**src/rtl/tl_inflight_tracker.sv**
```systemverilog
`default_nettype none
// +----------------------------------------------------------------------------+
// | tl_inflight_tracker                                                         |
// | Passive TileLink-UL A/D checker: per-source outstanding table, burst        |
// | tracking, response pairing, liveness watchdog, sticky error flags.          |
// | Revision: 1.0                                                                |
// +----------------------------------------------------------------------------+
module tl_inflight_tracker #(
    parameter int SRC_W           = 2,
    parameter int ADDR_W          = 15,
    parameter int BEAT_BYTES_LOG2 = 2,
    parameter int TIMEOUT         = 1024
) (
    input  logic              clock,
    input  logic              reset,
    input  logic              a_valid,
    input  logic              a_ready,
    input  logic [2:0]        a_opcode,
    input  logic [2:0]        a_size,
    input  logic [SRC_W-1:0]  a_source,
    input  logic [ADDR_W-1:0] a_address,
    input  logic              d_valid,
    input  logic              d_ready,
    input  logic [2:0]        d_opcode,
    input  logic [2:0]        d_size,
    input  logic [SRC_W-1:0]  d_source,
    input  logic              err_clear,
    output logic [SRC_W:0]    inflight_count,
    output logic [6:0]        err_flags,
    output logic              any_error
);

    localparam int              c_NSRC      = 1 << SRC_W;
    localparam int              c_TO_W      = $clog2(TIMEOUT + 1);
    localparam logic [2:0]      c_BEAT_LOG2 = 3'(BEAT_BYTES_LOG2);
    localparam logic [c_TO_W-1:0] c_TO_LAST = c_TO_W'(TIMEOUT - 1);
    localparam logic [c_TO_W-1:0] c_TO_SAT  = c_TO_W'(TIMEOUT);
    localparam logic [2:0]      c_PUT_FULL  = 3'd0;
    localparam logic [2:0]      c_PUT_PART  = 3'd1;
    localparam logic [2:0]      c_GET       = 3'd4;
    localparam logic [2:0]      c_ACK_DATA  = 3'd1;

    function automatic logic [7:0] f_beats(input logic [2:0] size);
        if (size <= c_BEAT_LOG2) return 8'd1;
        return 8'd1 << (size - c_BEAT_LOG2);
    endfunction

    // A-channel burst state (r_a_cnt == 0 means the next fire is a first beat)
    logic [7:0]        r_a_cnt, r_a_beats;
    logic [2:0]        r_a_op, r_a_size;
    logic [SRC_W-1:0]  r_a_src;
    logic [ADDR_W-1:0] r_a_addr;
    // D-channel burst state
    logic [7:0]        r_d_cnt, r_d_beats;
    logic [2:0]        r_d_op, r_d_size;
    logic [SRC_W-1:0]  r_d_src;
    logic              r_d_unexp;
    // Per-source table
    logic [c_NSRC-1:0]       r_pend;
    logic [c_NSRC-1:0]       r_exp_op;
    logic [c_NSRC-1:0][2:0]  r_size;

    logic [SRC_W:0]    r_count;
    logic [c_TO_W-1:0] r_to_cnt;
    logic [6:0]        r_err;
    logic              r_any;

    logic              w_a_fire, w_d_fire;
    logic              w_a_first, w_a_mid, w_a_mid_last, w_a_legal, w_a_is_get;
    logic [7:0]        w_a_beats;
    logic              w_d_first, w_d_mid, w_d_mid_last, w_d_pend;
    logic [7:0]        w_d_beats;
    logic [c_NSRC-1:0] w_clr, w_set, w_pend_nxt;
    logic [SRC_W:0]    w_pend_cnt;
    logic              w_to_run, w_to_hit;
    logic [6:0]        w_new_err, w_err_nxt;

    assign w_a_fire     = a_valid & a_ready;
    assign w_d_fire     = d_valid & d_ready;

    assign w_a_first    = w_a_fire && (r_a_cnt == 8'd0);
    assign w_a_mid      = w_a_fire && (r_a_cnt != 8'd0);
    assign w_a_mid_last = w_a_mid && (r_a_cnt == r_a_beats - 8'd1);
    assign w_a_legal    = (a_opcode == c_PUT_FULL) || (a_opcode == c_PUT_PART) || (a_opcode == c_GET);
    assign w_a_is_get   = (a_opcode == c_GET);
    assign w_a_beats    = w_a_is_get ? 8'd1 : f_beats(a_size);

    assign w_d_first    = w_d_fire && (r_d_cnt == 8'd0);
    assign w_d_mid      = w_d_fire && (r_d_cnt != 8'd0);
    assign w_d_mid_last = w_d_mid && (r_d_cnt == r_d_beats - 8'd1);
    assign w_d_pend     = r_pend[d_source];
    assign w_d_beats    = (d_opcode == c_ACK_DATA) ? f_beats(d_size) : 8'd1;

    // Release from a completing D burst is applied before the A reuse check
    always_comb begin
        w_clr = '0;
        w_set = '0;
        if (w_d_first && (w_d_beats == 8'd1) && w_d_pend) w_clr[d_source] = 1'b1;
        if (w_d_mid_last && !r_d_unexp)                   w_clr[r_d_src]  = 1'b1;
        if (w_a_first && w_a_legal)                        w_set[a_source] = 1'b1;
    end

    assign w_pend_nxt = (r_pend & ~w_clr) | w_set;

    always_comb begin
        w_pend_cnt = '0;
        for (int i = 0; i < c_NSRC; i++) begin
            w_pend_cnt = w_pend_cnt + {{SRC_W{1'b0}}, w_pend_nxt[i]};
        end
    end

    assign w_to_run = (r_count != '0) && !w_d_fire;
    assign w_to_hit = w_to_run && (r_to_cnt == c_TO_LAST);

    assign w_new_err[0] = w_a_first && w_a_legal && r_pend[a_source] && !w_clr[a_source];
    assign w_new_err[1] = w_d_first && !w_d_pend;
    assign w_new_err[2] = w_d_first && w_d_pend && (d_opcode != {2'b00, r_exp_op[d_source]});
    assign w_new_err[3] = w_d_first && w_d_pend && (d_size != r_size[d_source]);
    assign w_new_err[4] = (w_a_first && !w_a_legal) ||
                          (w_a_mid && ((a_opcode != r_a_op) || (a_size != r_a_size) ||
                                       (a_source != r_a_src) || (a_address != r_a_addr)));
    assign w_new_err[5] = w_d_mid && ((d_opcode != r_d_op) || (d_size != r_d_size) ||
                                      (d_source != r_d_src));
    assign w_new_err[6] = w_to_hit;

    assign w_err_nxt = err_clear ? 7'd0 : (r_err | w_new_err);

    always_ff @(posedge clock or posedge reset) begin
        if (reset) begin
            r_a_cnt   <= '0;
            r_a_beats <= '0;
            r_a_op    <= '0;
            r_a_size  <= '0;
            r_a_src   <= '0;
            r_a_addr  <= '0;
        end else if (w_a_first && w_a_legal && (w_a_beats != 8'd1)) begin
            r_a_cnt   <= 8'd1;
            r_a_beats <= w_a_beats;
            r_a_op    <= a_opcode;
            r_a_size  <= a_size;
            r_a_src   <= a_source;
            r_a_addr  <= a_address;
        end else if (w_a_mid) begin
            r_a_cnt   <= w_a_mid_last ? 8'd0 : r_a_cnt + 8'd1;
        end
    end

    always_ff @(posedge clock or posedge reset) begin
        if (reset) begin
            r_d_cnt   <= '0;
            r_d_beats <= '0;
            r_d_op    <= '0;
            r_d_size  <= '0;
            r_d_src   <= '0;
            r_d_unexp <= 1'b0;
        end else if (w_d_first && (w_d_beats != 8'd1)) begin
            r_d_cnt   <= 8'd1;
            r_d_beats <= w_d_beats;
            r_d_op    <= d_opcode;
            r_d_size  <= d_size;
            r_d_src   <= d_source;
            r_d_unexp <= !w_d_pend;
        end else if (w_d_mid) begin
            r_d_cnt   <= w_d_mid_last ? 8'd0 : r_d_cnt + 8'd1;
        end
    end

    always_ff @(posedge clock or posedge reset) begin
        if (reset) begin
            r_pend   <= '0;
            r_exp_op <= '0;
            r_size   <= '0;
            r_count  <= '0;
        end else begin
            r_pend  <= w_pend_nxt;
            r_count <= w_pend_cnt;
            if (w_a_first && w_a_legal) begin
                r_exp_op[a_source] <= w_a_is_get;
                r_size[a_source]   <= a_size;
            end
        end
    end

    // Saturating so a single stall window raises the timeout exactly once
    always_ff @(posedge clock or posedge reset) begin
        if (reset) begin
            r_to_cnt <= '0;
        end else if (!w_to_run) begin
            r_to_cnt <= '0;
        end else if (r_to_cnt != c_TO_SAT) begin
            r_to_cnt <= r_to_cnt + c_TO_W'(1);
        end
    end

    always_ff @(posedge clock or posedge reset) begin
        if (reset) begin
            r_err <= '0;
            r_any <= 1'b0;
        end else begin
            r_err <= w_err_nxt;
            r_any <= |w_err_nxt;
        end
    end

    assign inflight_count = r_count;
    assign err_flags      = r_err;
    assign any_error      = r_any;

endmodule
`default_nettype wire

```
**config.mk**
```make
export PLATFORM = sky130hd
export DESIGN_NAME = tl_inflight_tracker
export DESIGN_NICKNAME = d
export VERILOG_FILES = /design/src/rtl/tl_inflight_tracker.sv
export SDC_FILE = /design/constraint.sdc
export NUM_CORES = 1
export LEC_CHECK = 0
export BUFFER_PORTS_ARGS = -buffer_cell sky130_fd_sc_hd__buf_4
export CAP_MARGIN = 20
export CORE_ASPECT_RATIO = 1.1
export CORE_MARGIN = 3
export CORE_UTILIZATION = 55
export DETAILED_ROUTE_END_ITERATION = 6
export GPL_TIMING_DRIVEN = 0
export PLACE_DENSITY_LB_ADDON = 0.2
export SETUP_SLACK_MARGIN = 0.2
export SYNTH_ARGS = -nofsm -noshare
export SYNTH_HDL_FRONTEND = slang
export SYNTH_SLANG_ARGS = --single-unit
```
**constraint.sdc**
```tcl
create_clock -name clock -period 6.9 [get_ports clock]
set_clock_uncertainty 0.05 [all_clocks]
set_input_delay 0.345 -clock clock [delete_from_list [all_inputs] [get_ports clock]]
set_output_delay 0.345 -clock clock [all_outputs]
set_load 0.05 [all_outputs]
```
# Word level (Yosys, flattened, before mapping)
# Index checks and enable logic that the tools add are counted.
dict set report classes {
  order_cmp 8
  bitwise 7
  n_eq_ne 20
  shifts 2
  n_reduce_logical 48
  n_mux 40
  n_addsub 10
}
# operator count
set ops {}
lappend ops {{$mux 8} 12}
lappend ops {{$logic_and 1x1->1} 26}
lappend ops {{$mux 11} 2}
lappend ops {{$add 8x1->8 const B} 2}
lappend ops {{$eq 8x8->1} 2}
lappend ops {{$logic_not 8->1} 2}
lappend ops {{$ne 8x1->1 const B} 2}
lappend ops {{$reduce_bool 8->1} 2}
lappend ops {{$shl 1x3->8 const A} 2}
lappend ops {{$sub 8x1->8 const B} 2}
lappend ops {{$ne 15x15->1} 1}
lappend ops {{$ne 3x3->1} 5}
lappend ops {{$bwmux 12} 1}
lappend ops {{$mux 4} 3}
lappend ops {{$add 11x1->11 const B} 1}
lappend ops {{$eq 11x10->1 const B} 1}
lappend ops {{$ne 11x11->1 const B} 1}
lappend ops {{$lt 2x3->1 const B} 3}
lappend ops {{$mux 1} 9}
lappend ops {{$bmux 1 s2} 4}
lappend ops {{$eq 8x1->1 const B} 1}
lappend ops {{$logic_or 1x1->1} 8}
lappend ops {{$or 4x4->4} 2}
lappend ops {{$mux 7} 1}
lappend ops {{other kinds (25)} 40}
dict set report totals {
  input_bits 38
  output_inout_bits 11
  ff_bits 106
  wordCells 157
}

# Logic depth before layout (Yosys ltp)
# Gate-level depths: netlist of run 1.
dict set report depth {
  word_depth 17
  mapped_depth 13
  ltp_nobuf 11
}

# Least setup slack after synthesis of run 1
# No wires, ideal clock.
dict set report synth_path {
  path_kind {flip-flop to flip-flop}
  startpoint {reg r_d_beats[0]}
  endpoint {reg r_count[1] (netlist: inflight_count[1])}
  t_arrival_ns 2.995
  setup_time_ns 0.126
  path_stages_with_launch 14
  t_required_ns 6.724
  path_slack_ns 3.729
  cell_sequence {dfrtp_1 > inv_1 > ha_1 > buf_2 > nor2b_1 > or3_1 > a31oi_1 > o211ai_2 > clkbuf_1 > nor4_1 > o21bai_1 > fa_1 > ha_1 > ha_1}
}
dict set report synth_via {
  elab_chain_cells 11
}
# element line_no
set synth_lines {}
lappend synth_lines {{start, declared} 54} ;# logic [7:0] r_d_cnt, r_d_beats;
lappend synth_lines {{start signal, assigned} 158} ;# r_d_beats <= w_d_beats;
lappend synth_lines {{$sub 8x1->8} 90} ;# assign w_d_mid_last = w_d_mid && (r_d_cnt == r_d_beats - 8'd1);
lappend synth_lines {{$eq 8x8->1} 90}
lappend synth_lines {{$logic_and 1x1->1} 90}
lappend synth_lines {{$logic_and 1x1->1} 99} ;# if (w_d_mid_last && !r_d_unexp) w_clr[r_d_src] = 1'b1;
lappend synth_lines {{$mux 4} 99}
lappend synth_lines {{$not 4->4} 103} ;# assign w_pend_nxt = (r_pend & ~w_clr) | w_set;
lappend synth_lines {{$and 4x4->4} 103}
lappend synth_lines {{$or 4x4->4} 103}
lappend synth_lines {{named net w_pend_nxt[0]} 73} ;# logic [c_NSRC-1:0] w_clr, w_set, w_pend_nxt;
lappend synth_lines {{$add 1x1->2} 108} ;# w_pend_cnt = w_pend_cnt + {{SRC_W{1'b0}}, w_pend_nxt[i]};
lappend synth_lines {{$add 2x1->3} 108}
lappend synth_lines {{$add 3x1->3} 108}
lappend synth_lines {{named net w_pend_cnt[1]} 74} ;# logic [SRC_W:0] w_pend_cnt;
lappend synth_lines {{end signal, assigned} 176} ;# r_count <= w_pend_cnt;
lappend synth_lines {{end, declared} 63} ;# logic [SRC_W:0] r_count;
# The timed path passes the listed nets, and every way through them passes these cells.
# A chain may end at the register's enable or synchronous reset.

# Worst setup path in the final report of run 1
# Same ends and word-level chain as after synthesis.

==> results of run 1 <==
registers in the layout, indices dropped and copies added, names as in the netlist, 3 cells and up:
signal,flops
r_a_addr,15
r_exp_op,4
r_d_beats,8
r_pend,4
r_d_cnt,8
r_a_beats,8
err_flags,7
r_a_cnt,8
inflight_count,3
r_to_cnt,11
r_d_size,3
r_a_op,3
r_a_size,3
r_d_op,3
r_size,12
how the worst max path moves through the flow:
stage	startpoint	endpoint	slack, ps	cells after the start
2_1_floorplan	reset	any_error$_DFF_PP0_	3720	1
6_report	r_d_beats[0]$_DFFE_PP0P_	inflight_count[1]$_DFF_PP0_	3270	13
5_1_grt	r_d_beats[0]$_DFFE_PP0P_	inflight_count[1]$_DFF_PP0_	3020	13
3_5_place_dp	r_d_beats[0]$_DFFE_PP0P_	inflight_count[1]$_DFF_PP0_	3290	13
4_1_cts	r_d_beats[0]$_DFFE_PP0P_	inflight_count[1]$_DFF_PP0_	3260	13
3_3_place_gp	reset	r_d_beats[0]$_DFFE_PP0P_	2560	2
cell usage in the layout, fill, tap and decap left out, types with 3 or more instances in the layout:
cell,n
nand3_1,16
nand2b_1,5
and3_1,4
nand4_1,14
clkbuf_1,9
o21ai_1,3
o31ai_1,8
and2_1,9
mux4_2,6
buf_4,44
inv_1,26
a221o_1,4
o21ai_0,22
a21oi_1,18
o41ai_1,6
nor2_1,21
ha_1,12
clkbuf_8,10
nand2_1,54
nor3_1,9
nor4_1,8
or3_1,8
o21bai_1,5
buf_2,9
xnor2_1,40
a31oi_1,6
mux2_2,33
a21o_1,4
or4_1,3
or2_2,3
dfrtp_1,106
nor2b_1,8
nor3b_1,3
xor2_1,28
worst reg2reg max path, delay by kind of cell, from the launching register on:
family                   cells  cell delay, ps
adder cells (fa/ha/maj)      4            1140
AND/OR/NAND/NOR              3             760
AO/OA/AOI/OAI                3             590
buffers and inverters        3             520
flip-flops                   1             470
through the flow:
step           power (uW)  std cells  hold WS [ps]
5_1_grt              1490        759           139
4_1_cts              1420        759           117
2_1_floorplan         950        558           360
3_3_place_gp         1020        741           406
6_report             1410        759           129
3_5_place_dp         1040        742           355
where the power goes:
| group | internal, uW | switching, uW | total (uW) |
|---|---|---|---|
| logic | 137 | 176 | 312 |
| clock network | 150 | 236 | 386 |
| registers | 665 | 51.5 | 716 |
layer usage:
layer	share of wire	wire length, um	global-route usage	vias up
met2	0.52	6470	0.397	112
met1	0.42	5200	0.263	2178
met5	0	0	0	-
li1	-	-	-	2113
met4	0.016	194	0.0674	0
met3	0.040	493	0.0357	18
repair_timing:
| item | CTS | global route |
|---|---|---|
| endpoints found under the hold margin | 34 | 0 |
| resized for setup | 0 | 0 |
| hold buffers | 1 | 0 |
cells in the mapped netlist (3+ instances only):
cell,number,share of area
a21o_1,4,0.0051
a21oi_1,18,0.015
a221o_1,4,0.0069
a31oi_1,6,0.0064
and2_1,9,0.0097
and3_1,4,0.0043
buf_2,9,0.0077
clkbuf_1,9,0.0058
dfrtp_1,106,0.45
ha_1,12,0.026
inv_1,27,0.017
mux2_2,33,0.064
mux4_2,6,0.023
nand2_1,54,0.035
nand2b_1,5,0.0054
nand3_1,16,0.014
nand4_1,14,0.015
nor2_1,21,0.014
nor2b_1,8,0.0086
nor3_1,9,0.0077
nor3b_1,3,0.0039
nor4_1,8,0.0086
o21ai_0,22,0.019
o21ai_1,3,0.0026
o21bai_1,5,0.0064
o31ai_1,8,0.010
o41ai_1,6,0.0090
or2_2,3,0.0032
or3_1,8,0.0086
or4_1,3,0.0039
xnor2_1,40,0.060
xor2_1,28,0.042
cells by family after synthesis:
logic type      count (synthesis)  share of synthesized area
buf+inv                        49                     0.0356
mux                            40                     0.0886
fa+ha+maj                      13                     0.0292
compound gates                103                      0.125
xor+xnor                       68                      0.102
simple gates                  179                      0.165
flops                         106                      0.455
cell type report:
type / count / area, um2
flip-flops and latches: 106 / 2650
inverters: 27 / 104
multi-input cells: 403 / 2970
well taps: 140 / 175
fillers: 817 / 3510
clock inverters: 6 / 56.3
repair buffers: 45 / 360
plain buffers: 22 / 106
clock buffers: 10 / 138
==> out/qor.yml, run 1 <==
clocking:
  root_buffer: "clkbuf_8"
  cts_max_path_buffers: 2
  cts_tree: "built"
  cts-buffers-inserted: 9
  cts_max_level: 3
  insertion_delay_ps: 390
  postCtsSetupRepairBufs: 0
  clk_pin_slew_ps: 110
  cts.sinks: 106
route:
  via_per_inst: 5.82
  routedWlPerCell_um: 16.3
  drt_iter0_markers: 245
  antenna_left: 0
  route.detailed.drc: 0
  num_vias: 4421
  dr.pass1.iters: 4
  wl_mm: 12.4
worst_hold_path:
  hp-start: "d_size[0]"
  min_delay_worst_endpoint: "r_d_beats[6]$_DFFE_PP0P_"
  hold_path_depth: 2
  hold_class: "in -> reg"
die:
  start_util: 0.579
  die_area_mm2: 0.0119
  fp.dieW_um: 104
  rows: 38
  die_y_um: 114
  io_pins: 49
  core_mm2: 0.0101
status:
  outcome: "complete, no violations"
timing:
  rsz0062_at_grt: "false"
  hold_viol_final: 0
  finalSetupViolations: 0
  slew_headroom: 0.559
  finalWorstSetupSlack_ps: 3270
  slew_viol_final: 0
  fin_crit_ps: 3630
  fmax_mhz: 275
  tns_ps: 0
  tightest_slew_ps: 661
  finalCritPeriodShare: 0.527
final_layout:
  fin_util: 0.651
  area_delta_synth_final_pct: 12.5
  final_nets: 665
  antennaDiodeCount: 0
  final_cell_area_mm2: 0.00657
  final_layout_size_suffix_gt1_frac: 0.200
critical_path:
  r2r.worst_path.cells: 13
  crit_path_top_delay_cell: "fa_1"
  rr_endpoint: "inflight_count[1]$_DFF_PP0_"
  path_cells: "inv_1 -> ha_1 -> buf_2 -> nor2b_1 -> or3_1 -> a31oi_1 -> o211ai_2 -> clkbuf_1 -> nor4_1 -> o21bai_1 -> fa_1 -> ha_1 -> ha_1"
  crit_fanout: 10
  worstSetupPathType: "reg -> reg"
  crit_top_cell: "ha_1"
  path_buf_inv: 3
  slowest_delay_ps: 500
  critPathLaunchType: "flop"
  reg2reg_slack_ps: 3270
  cp-end-kind: "flop"
  arrival_ps: 3870
  crit_family: "adder cells"
  timing.rr.start: "r_d_beats[0]$_DFFE_PP0P_"
  worstPathRequired_ps: 7140
power:
  powerDensity_mw_per_mm2: 215
  vdd_drop_max_mv: 0.140
  leakagePower_uw: 0.00299
synth:
  postSynthCellCount: 558
  synth_warnings: 0
  syn_avg_cell_area_um2: 10.5
  synth-seq-area-share: 0.455
  netlist_area_mm2: 0.00583
  async_flop_share: 1.00
  synth_edf_count: 0
  syn_nets: 609
  synth.distinct_cells: 67
  ys.flop_type: "dfrtp_1"
  yosys_register_bits: 106
global_routing:
  grt-ovfl-total: 0
  grt_pass1_vias: 4427
  grt_pass1_wl_mm: 20.9
  grt.total_usage: 0.217
  grt_max_degree: 73
  antenna_found_initial: 0
placed_design:
  port_buffers: 43
  place_congestion: 0.856
  preCtsSetupSlack_ps: 3290
  place_area_mm2: 0.00636
  hpwl_mm: 9.18
flow_run:
  drv_cap: 0
Power figures use the tool's default switching activity.
==> run 2: changes to the inputs <==
- CORE_UTILIZATION: 55 -> 54
- clock period: 6.9 -> 2.9 ns (I/O delays scaled with it)
==> run 2 against run 1 <==
Highest routed layer unchanged; register-to-register slack lost 3400 ps; largest power group unchanged; first-iteration DRC count is 9.8% higher; wire length rose by 7.7%; the flow now finishes with violations (negative setup slack).
==> out/qor.yml, run 2 (same netlist as run 1, synthesis figures left out) <==
final_layout:
  reg_top3: "r_a_addr (15), r_size (12), r_to_cnt (11)"  # unchanged
  final_common_cell: "dfrtp_1"  # unchanged
  regArea_mm2: 0.00266  # was 0.00265 mm2
  final_layout_size_suffix_gt1_frac: 0.256  # was 0.200
  antennaDiodeCount: 0  # unchanged
  multiInputGateArea_mm2: 0.00318  # was 0.00297 mm2
  area_delta_synth_final_pct: 23.0  # was 12.5%
  fillers: 769  # was 817
  final_cell_mix: "dfrtp_1 (104), buf_4 (57), nand2_1 (54), xnor2_1 (40), mux2_2 (33)"  # was dfrtp_1 (106), nand2_1 (54), buf_4 (44), xnor2_1 (40), mux2_2 (33)
  final_nets: 696  # was 665
  largest_register: "r_a_addr"  # unchanged
  fin_cells: 792  # was 759
  largest_reg_flops: 15  # unchanged
global_routing:
  grt_pass1_vias: 4693  # was 4427
  grt_max_degree: 41  # was 73
  grt-ovfl-total: 0  # unchanged
  grt_pass1_wl_mm: 22.2  # was 20.9 mm
  grt.total_usage: 0.229  # was 0.217
  antenna_found_initial: 0  # unchanged
timing:
  slew_viol_final: 0  # unchanged
  hold-worst-slack_ps: 26.3  # was 129 ps
  hold_viol_final: 0  # unchanged
  slew_headroom: 0.459  # was 0.559
  finalWorstSetupSlack_ps: -108  # was 3270 ps
  fmax_mhz: 332  # was 275 MHz
  finalCritPeriodShare: 1.04  # was 0.527
  finalSetupViolations: 2  # was 0
  tightest_slew_ps: 810  # was 661 ps
  tns_ps: -158  # was 0 ps
  rsz0062_at_grt: "true"  # was false
  fin_crit_ps: 3010  # was 3630 ps
critical_path:
  reg2reg_slack_ps: -110  # was 3270 ps
  timing.rr.start: "r_a_cnt[0]$_DFFE_PP0P_"  # was r_d_beats[0]$_DFFE_PP0P_
  worstSetupPathType: "reg -> reg"  # unchanged
  r2r.worst_path.cells: 12  # was 13
  crit_fanout: 8  # was 10
  critPathLaunchType: "flop"  # unchanged
  worstPathRequired_ps: 3100  # was 7140 ps
  cp-end-kind: "flop"  # unchanged
  arrival_ps: 3210  # was 3870 ps
  rr_endpoint: "inflight_count[1]$_DFF_PP0_"  # unchanged
power:
  vdd_drop_max_mv: 0.434  # was 0.140 mV
  powerDensity_mw_per_mm2: 524  # was 215 mW/mm2
  leakagePower_uw: 0.00324  # was 0.00299 uW
  finalPower_uw: 3760  # was 1410 uW
die:
  die_y_um: 115  # was 114 um
  rows: 39  # was 38
  die_area_mm2: 0.0121  # was 0.0119 mm2
  start_util: 0.559  # was 0.579
  io_pins: 49  # unchanged
  core_mm2: 0.0104  # was 0.0101 mm2
  fp.dieW_um: 105  # was 104 um
status:
  outcome: "finished with violations"  # was complete, no violations
  violations: "negative setup slack"
flow_run:
  drv_cap: 0  # unchanged
route:
  antenna_left: 0  # unchanged
  via_per_inst: 5.79  # was 5.82
  drt_iter0_markers: 269  # was 245
  dr.pass1.iters: 4  # unchanged
  routedWlPerCell_um: 16.8  # was 16.3 um
  num_vias: 4582  # was 4421
  wl_mm: 13.3  # was 12.4 mm
  route.detailed.drc: 0  # unchanged
placed_design:
  hpwl_mm: 9.29  # was 9.18 mm
  place_congestion: 0.848  # was 0.856
  dp.cells: 746  # was 742
  port_buffers: 43  # unchanged
clocking:
  insertion_delay_ps: 360  # was 390 ps
  cts.sinks: 106  # unchanged
  cts_tree: "built"  # unchanged
  clk_pin_slew_ps: 70  # was 110 ps
  root_buffer: "clkbuf_16"  # was clkbuf_8
  cts_max_path_buffers: 2  # unchanged
  cts_max_level: 3  # unchanged
  cts-buffers-inserted: 9  # unchanged
worst_hold_path:
  hold_class: "in -> reg"  # unchanged
  min_delay_worst_endpoint: "r_size[8]$_DFFE_PP0P_"  # was r_d_beats[6]$_DFFE_PP0P_
  hp-start: "a_size[2]"  # was d_size[0]
  hold_path_depth: 2  # unchanged
run 2: cell types whose count changed in the layout (fill, tap and decap cells not counted), sizes merged:
cell         before  now
buf              56   71
clkbuf           20   18
clkinv            1    2
clkinvlp          1    2
dlygate4sd3       1   18
inv              31   29
run 2: worst max path at each step:
stage / cells after the start / end / from / slack, ps
after floorplan: 13 / inflight_count[1]$_DFF_PP0_ / r_d_beats[0]$_DFFE_PP0P_ / -110
after global routing: 10 / inflight_count[1]$_DFF_PP0_ / r_d_cnt[0]$_DFFE_PP0P_ / -240
final: 12 / inflight_count[1]$_DFF_PP0_ / r_a_cnt[0]$_DFFE_PP0P_ / -110
after CTS: 13 / inflight_count[1]$_DFF_PP0_ / r_d_beats[1]$_DFFE_PP0P_ / -190
after detailed placement: 13 / inflight_count[1]$_DFF_PP0_ / r_d_beats[0]$_DFFE_PP0P_ / -460
after global placement: 13 / inflight_count[1]$_DFF_PP0_ / r_d_beats[0]$_DFFE_PP0P_ / -400
run 2: per-layer routing:
metal  vias up  track usage  share of wire
met4         0        0.107          0.028
met1      2256        0.271           0.41
met5         -            0              0
met3        28       0.0410          0.041
met2       116        0.409           0.52
li1       2182            -              -
run 2: worst max-delay path, cell delays in order, from the launching register on:
cell	delay, ps
dfrtp_1	380
inv_1	90
ha_1	140
or4b_4	480
nor2_4	130
and4_1	190
buf_6	140
buf_4	110
nor3b_4	160
o21bai_2	160
fa_1	470
ha_4	180
ha_4	190
run 2: final cells by class:
class,count,share of cell area
multi-input cells,403,0.444
clock buffers,9,0.0314
clock inverters,6,0.00698
well taps,143,0.0249
plain buffers,22,0.0183
flip-flops and latches,106,0.370
repair buffers,76,0.0898
inverters,27,0.0146
run 2: metrics by stage:
stage	area (um2)	util	setup slack [ps]
finish	7170	0.687	-108
global placement	6380	0.611	-401
global route	7170	0.687	-239
CTS	7020	0.672	-187
floorplan	5880	-	-106
detailed placement	6420	0.615	-459
run 2: power breakdown:
part	total (uW)	internal, uW	switching, uW
Sequential	1700	1580	122
Clock	1160	590	571
Combinational	896	398	498
run 2: what timing repair did:
action | in CTS | in global routing
hold buffers | 18 | 0
setup buffers | 9 | 4
endpoints found under the setup margin | 4 | 11
hold endpoints to repair | 53 | 0
pin swaps | 6 | 8
resized for setup | 16 | 29
==> run 3: changes to the inputs <==
- GPL_TIMING_DRIVEN: 0 -> not set
- clock period: 2.9 -> 2.5 ns (I/O delays scaled with it)
==> run 3 against run 2 <==
The run still ends with negative setup slack left; utilization increased by 10 points; die area unchanged; sequential share of layout area decreased by 4.8 points; final cell count increased by 7.6%; final area increased by 15%; setup slack got worse by 360 ps; via count increased by 13%; hold slack got worse by 6.7 ps; count of clock-buffer cells in the layout increased by 1; power increased by 29%; combinational power increased by 52%; register-to-register slack got worse by 360 ps; critical path type unchanged; largest cell class unchanged; largest power group unchanged.
==> out/qor.yml, run 3 (same netlist as run 1, synthesis figures left out) <==
final_layout:
  reg_top3: "r_a_addr (15), r_size (12), r_to_cnt (11)"  # unchanged
  area_delta_synth_final_pct: 41.5  # was 23.0%
  antennaDiodeCount: 0  # unchanged
  final_common_cell: "buf_4"  # was dfrtp_1
  fin_cells: 852  # was 792
  largest_reg_flops: 15  # unchanged
  largest_register: "r_a_addr"  # unchanged
  final_layout_size_suffix_gt1_frac: 0.375  # was 0.256
  final_cell_mix: "buf_4 (111), dfrtp_1 (103), nand2_1 (45), xnor2_1 (38), xor2_1 (28)"  # was dfrtp_1 (104), buf_4 (57), nand2_1 (54), xnor2_1 (40), mux2_2 (33)
  final_nets: 756  # was 696
die:
  fp.dieW_um: 105  # unchanged
  die_y_um: 115  # unchanged
  die_area_mm2: 0.0121  # unchanged
  io_pins: 49  # unchanged
  start_util: 0.559  # unchanged
  core_mm2: 0.0104  # unchanged
  rows: 39  # unchanged
power:
  internal_power_uw: 3360  # was 2570 uW
  seq_power_share: 0.403  # was 0.453
  vdd_drop_max_mv: 0.410  # was 0.434 mV
  p_comb_frac: 0.279  # was 0.238
  powerDensity_mw_per_mm2: 589  # was 524 mW/mm2
  switching_share: 0.310  # was 0.317
  clockPowerShare: 0.318  # was 0.309
  p_switching_uw: 1510  # was 1190 uW
  leakagePower_uw: 0.00375  # was 0.00324 uW
clocking:
  cts.sinks: 106  # unchanged
  cts-buffers-inserted: 9  # unchanged
  insertion_delay_ps: 360  # about the same
  cts_max_path_buffers: 2  # unchanged
  cts_tree: "built"  # unchanged
  cts_max_level: 3  # unchanged
  clk_pin_slew_ps: 70  # about the same
  root_buffer: "clkbuf_16"  # unchanged
worst_hold_path:
  hold_class: "in -> reg"  # unchanged
placed_design:
  hpwl_mm: 9.73  # was 9.29 mm
  dp.cells: 787  # was 746
  place_congestion: 0.892  # was 0.848
  port_buffers: 48  # was 43
timing:
  fin_crit_ps: 2970  # was 3010 ps
  rsz0062_at_grt: "true"  # unchanged
  finalCritPeriodShare: 1.19  # was 1.04
  tightest_slew_ps: 767  # was 810 ps
  hold_viol_final: 0  # unchanged
  finalSetupViolations: 36  # was 2
  slew_viol_final: 0  # unchanged
  slew_headroom: 0.487  # was 0.459
  fmax_mhz: 337  # was 332 MHz
  tns_ps: -4360  # was -158 ps
  finalWorstSetupSlack_ps: -466  # was -108 ps
critical_path:
  path_cells: "buf_4 -> xnor2_1 -> a31oi_1 -> a31oi_4 -> o211ai_4 -> nor4_4 -> o21bai_4 -> fa_2 -> ha_4 -> ha_4"  # was inv_1 -> ha_1 -> or4b_4 -> nor2_4 -> and4_1 -> buf_6 -> buf_4 -> nor3b_4 -> o21bai_2 -> fa_1 -> ha_4 -> ha_4
  crit_path_top_delay_cell: "fa_2"  # was or4b_4
  cp-end-kind: "flop"  # unchanged
  arrival_ps: 3160  # was 3210 ps
  critPathLaunchType: "flop"  # unchanged
  worstPathRequired_ps: 2690  # was 3100 ps
  crit_top_cell: "ha_4"  # unchanged
  crit_fanout: 4  # was 8
  slowest_delay_ps: 620  # was 480 ps
  worstSetupPathType: "reg -> reg"  # unchanged
route:
  route.detailed.drc: 0  # unchanged
  num_vias: 5173  # was 4582
  via_per_inst: 6.07  # was 5.79
  dr.pass1.iters: 5  # was 4
  routedWlPerCell_um: 21.7  # was 16.8 um
  drt_iter0_markers: 324  # was 269
  antenna_left: 0  # unchanged
  wl_mm: 18.5  # was 13.3 mm
global_routing:
  grt_max_degree: 77  # was 41
  grt-ovfl-total: 0  # unchanged
  antenna_found_initial: 0  # unchanged
  grt.total_usage: 0.277  # was 0.229
  grt_pass1_vias: 5269  # was 4693
  grt_pass1_wl_mm: 26.3  # was 22.2 mm
status:
  violations: "negative setup slack"  # unchanged
  outcome: "finished with violations"  # unchanged
flow_run:
  drv_cap: 0  # unchanged
[run 3: critical path, delay by kind of cell, from the launching register on]
| family | cells | cell delay [ps] |
|---|---|---|
| XOR/XNOR | 1 | 390 |
| AND/OR/NAND/NOR | 1 | 260 |
| buffers and inverters | 1 | 160 |
| flip-flops | 1 | 410 |
| AO/OA/AOI/OAI | 4 | 620 |
| adder cells (fa/ha/maj) | 3 | 970 |
[run 3: worst paths after layout]
check / cells after the start / start / to / slack (ps)
setup / recovery: 10 / r_d_beats[4]$_DFFE_PP0P_ / inflight_count[1]$_DFF_PP0_ / -470
hold / removal: 2 / a_size[2] / r_size[2]$_DFFE_PP0P_ / 20
setup reg to reg: 10 / r_d_beats[4]$_DFFE_PP0P_ / inflight_count[1]$_DFF_PP0_ / -470
hold reg to reg: 2 / r_d_unexp$_DFFE_PP0P_ / r_d_unexp$_DFFE_PP0P_ / 430
max in group asynchronous: 4 / reset / r_a_addr[8]$_DFFE_PP0P_ / 1440
min in group asynchronous: 3 / reset / r_a_addr[13]$_DFFE_PP0P_ / 260
[run 3: layout make-up]
| cell class | instances | area [um2] |
|---|---|---|
| clock buffer | 10 | 229 |
| tap | 143 | 179 |
| timing repair buffer | 158 | 1460 |
| sequential | 106 | 2660 |
| fill | 642 | 2190 |
| multi-input combinational | 403 | 3540 |
| clock inverter | 5 | 85.1 |
| inverter | 27 | 105 |
[run 3: stage by stage]
stage | hold slack, ps | worst slack, ps | total power, uW | instance area, um2 | utilization
after global placement | 79.8 | -442 | 3050 | 6770 | 0.649
after detailed placement | 87.1 | -551 | 3080 | 6770 | 0.649
after floorplan | 140 | -506 | 2640 | 5880 | -
after CTS | 8.48 | -388 | 4710 | 7870 | 0.753
final | 19.5 | -466 | 4870 | 8250 | 0.790
after global routing | 17.2 | -528 | 5060 | 8250 | 0.790
[run 3: power by group through the flow]
stage                     Combinational, uW  Clock, uW  Sequential (uW)
final                                  1360       1550             1960
after global routing                   1460       1620             1980
after CTS                              1220       1550             1940
after detailed placement               1110          0             1970
after global placement                 1080          0             1960
after floorplan                         625          0             2010
[run 3: what timing repair did]
action,CTS,global route
endpoints found under the hold margin,35,0
setup buffers,13,14
gates resized for setup,87,54
setup endpoints to repair,55,62
cloned,4,0
hold buffers,19,0
pin swaps,21,21
[run 3: layer usage]
metal  GRT usage  wire length [um]  up-vias
met4       0.139               790        0
met1       0.317              6770     2617
li1            -                 -     2303
met2       0.500             10200      190
met5           0                 0        -
met3      0.0500               766       63
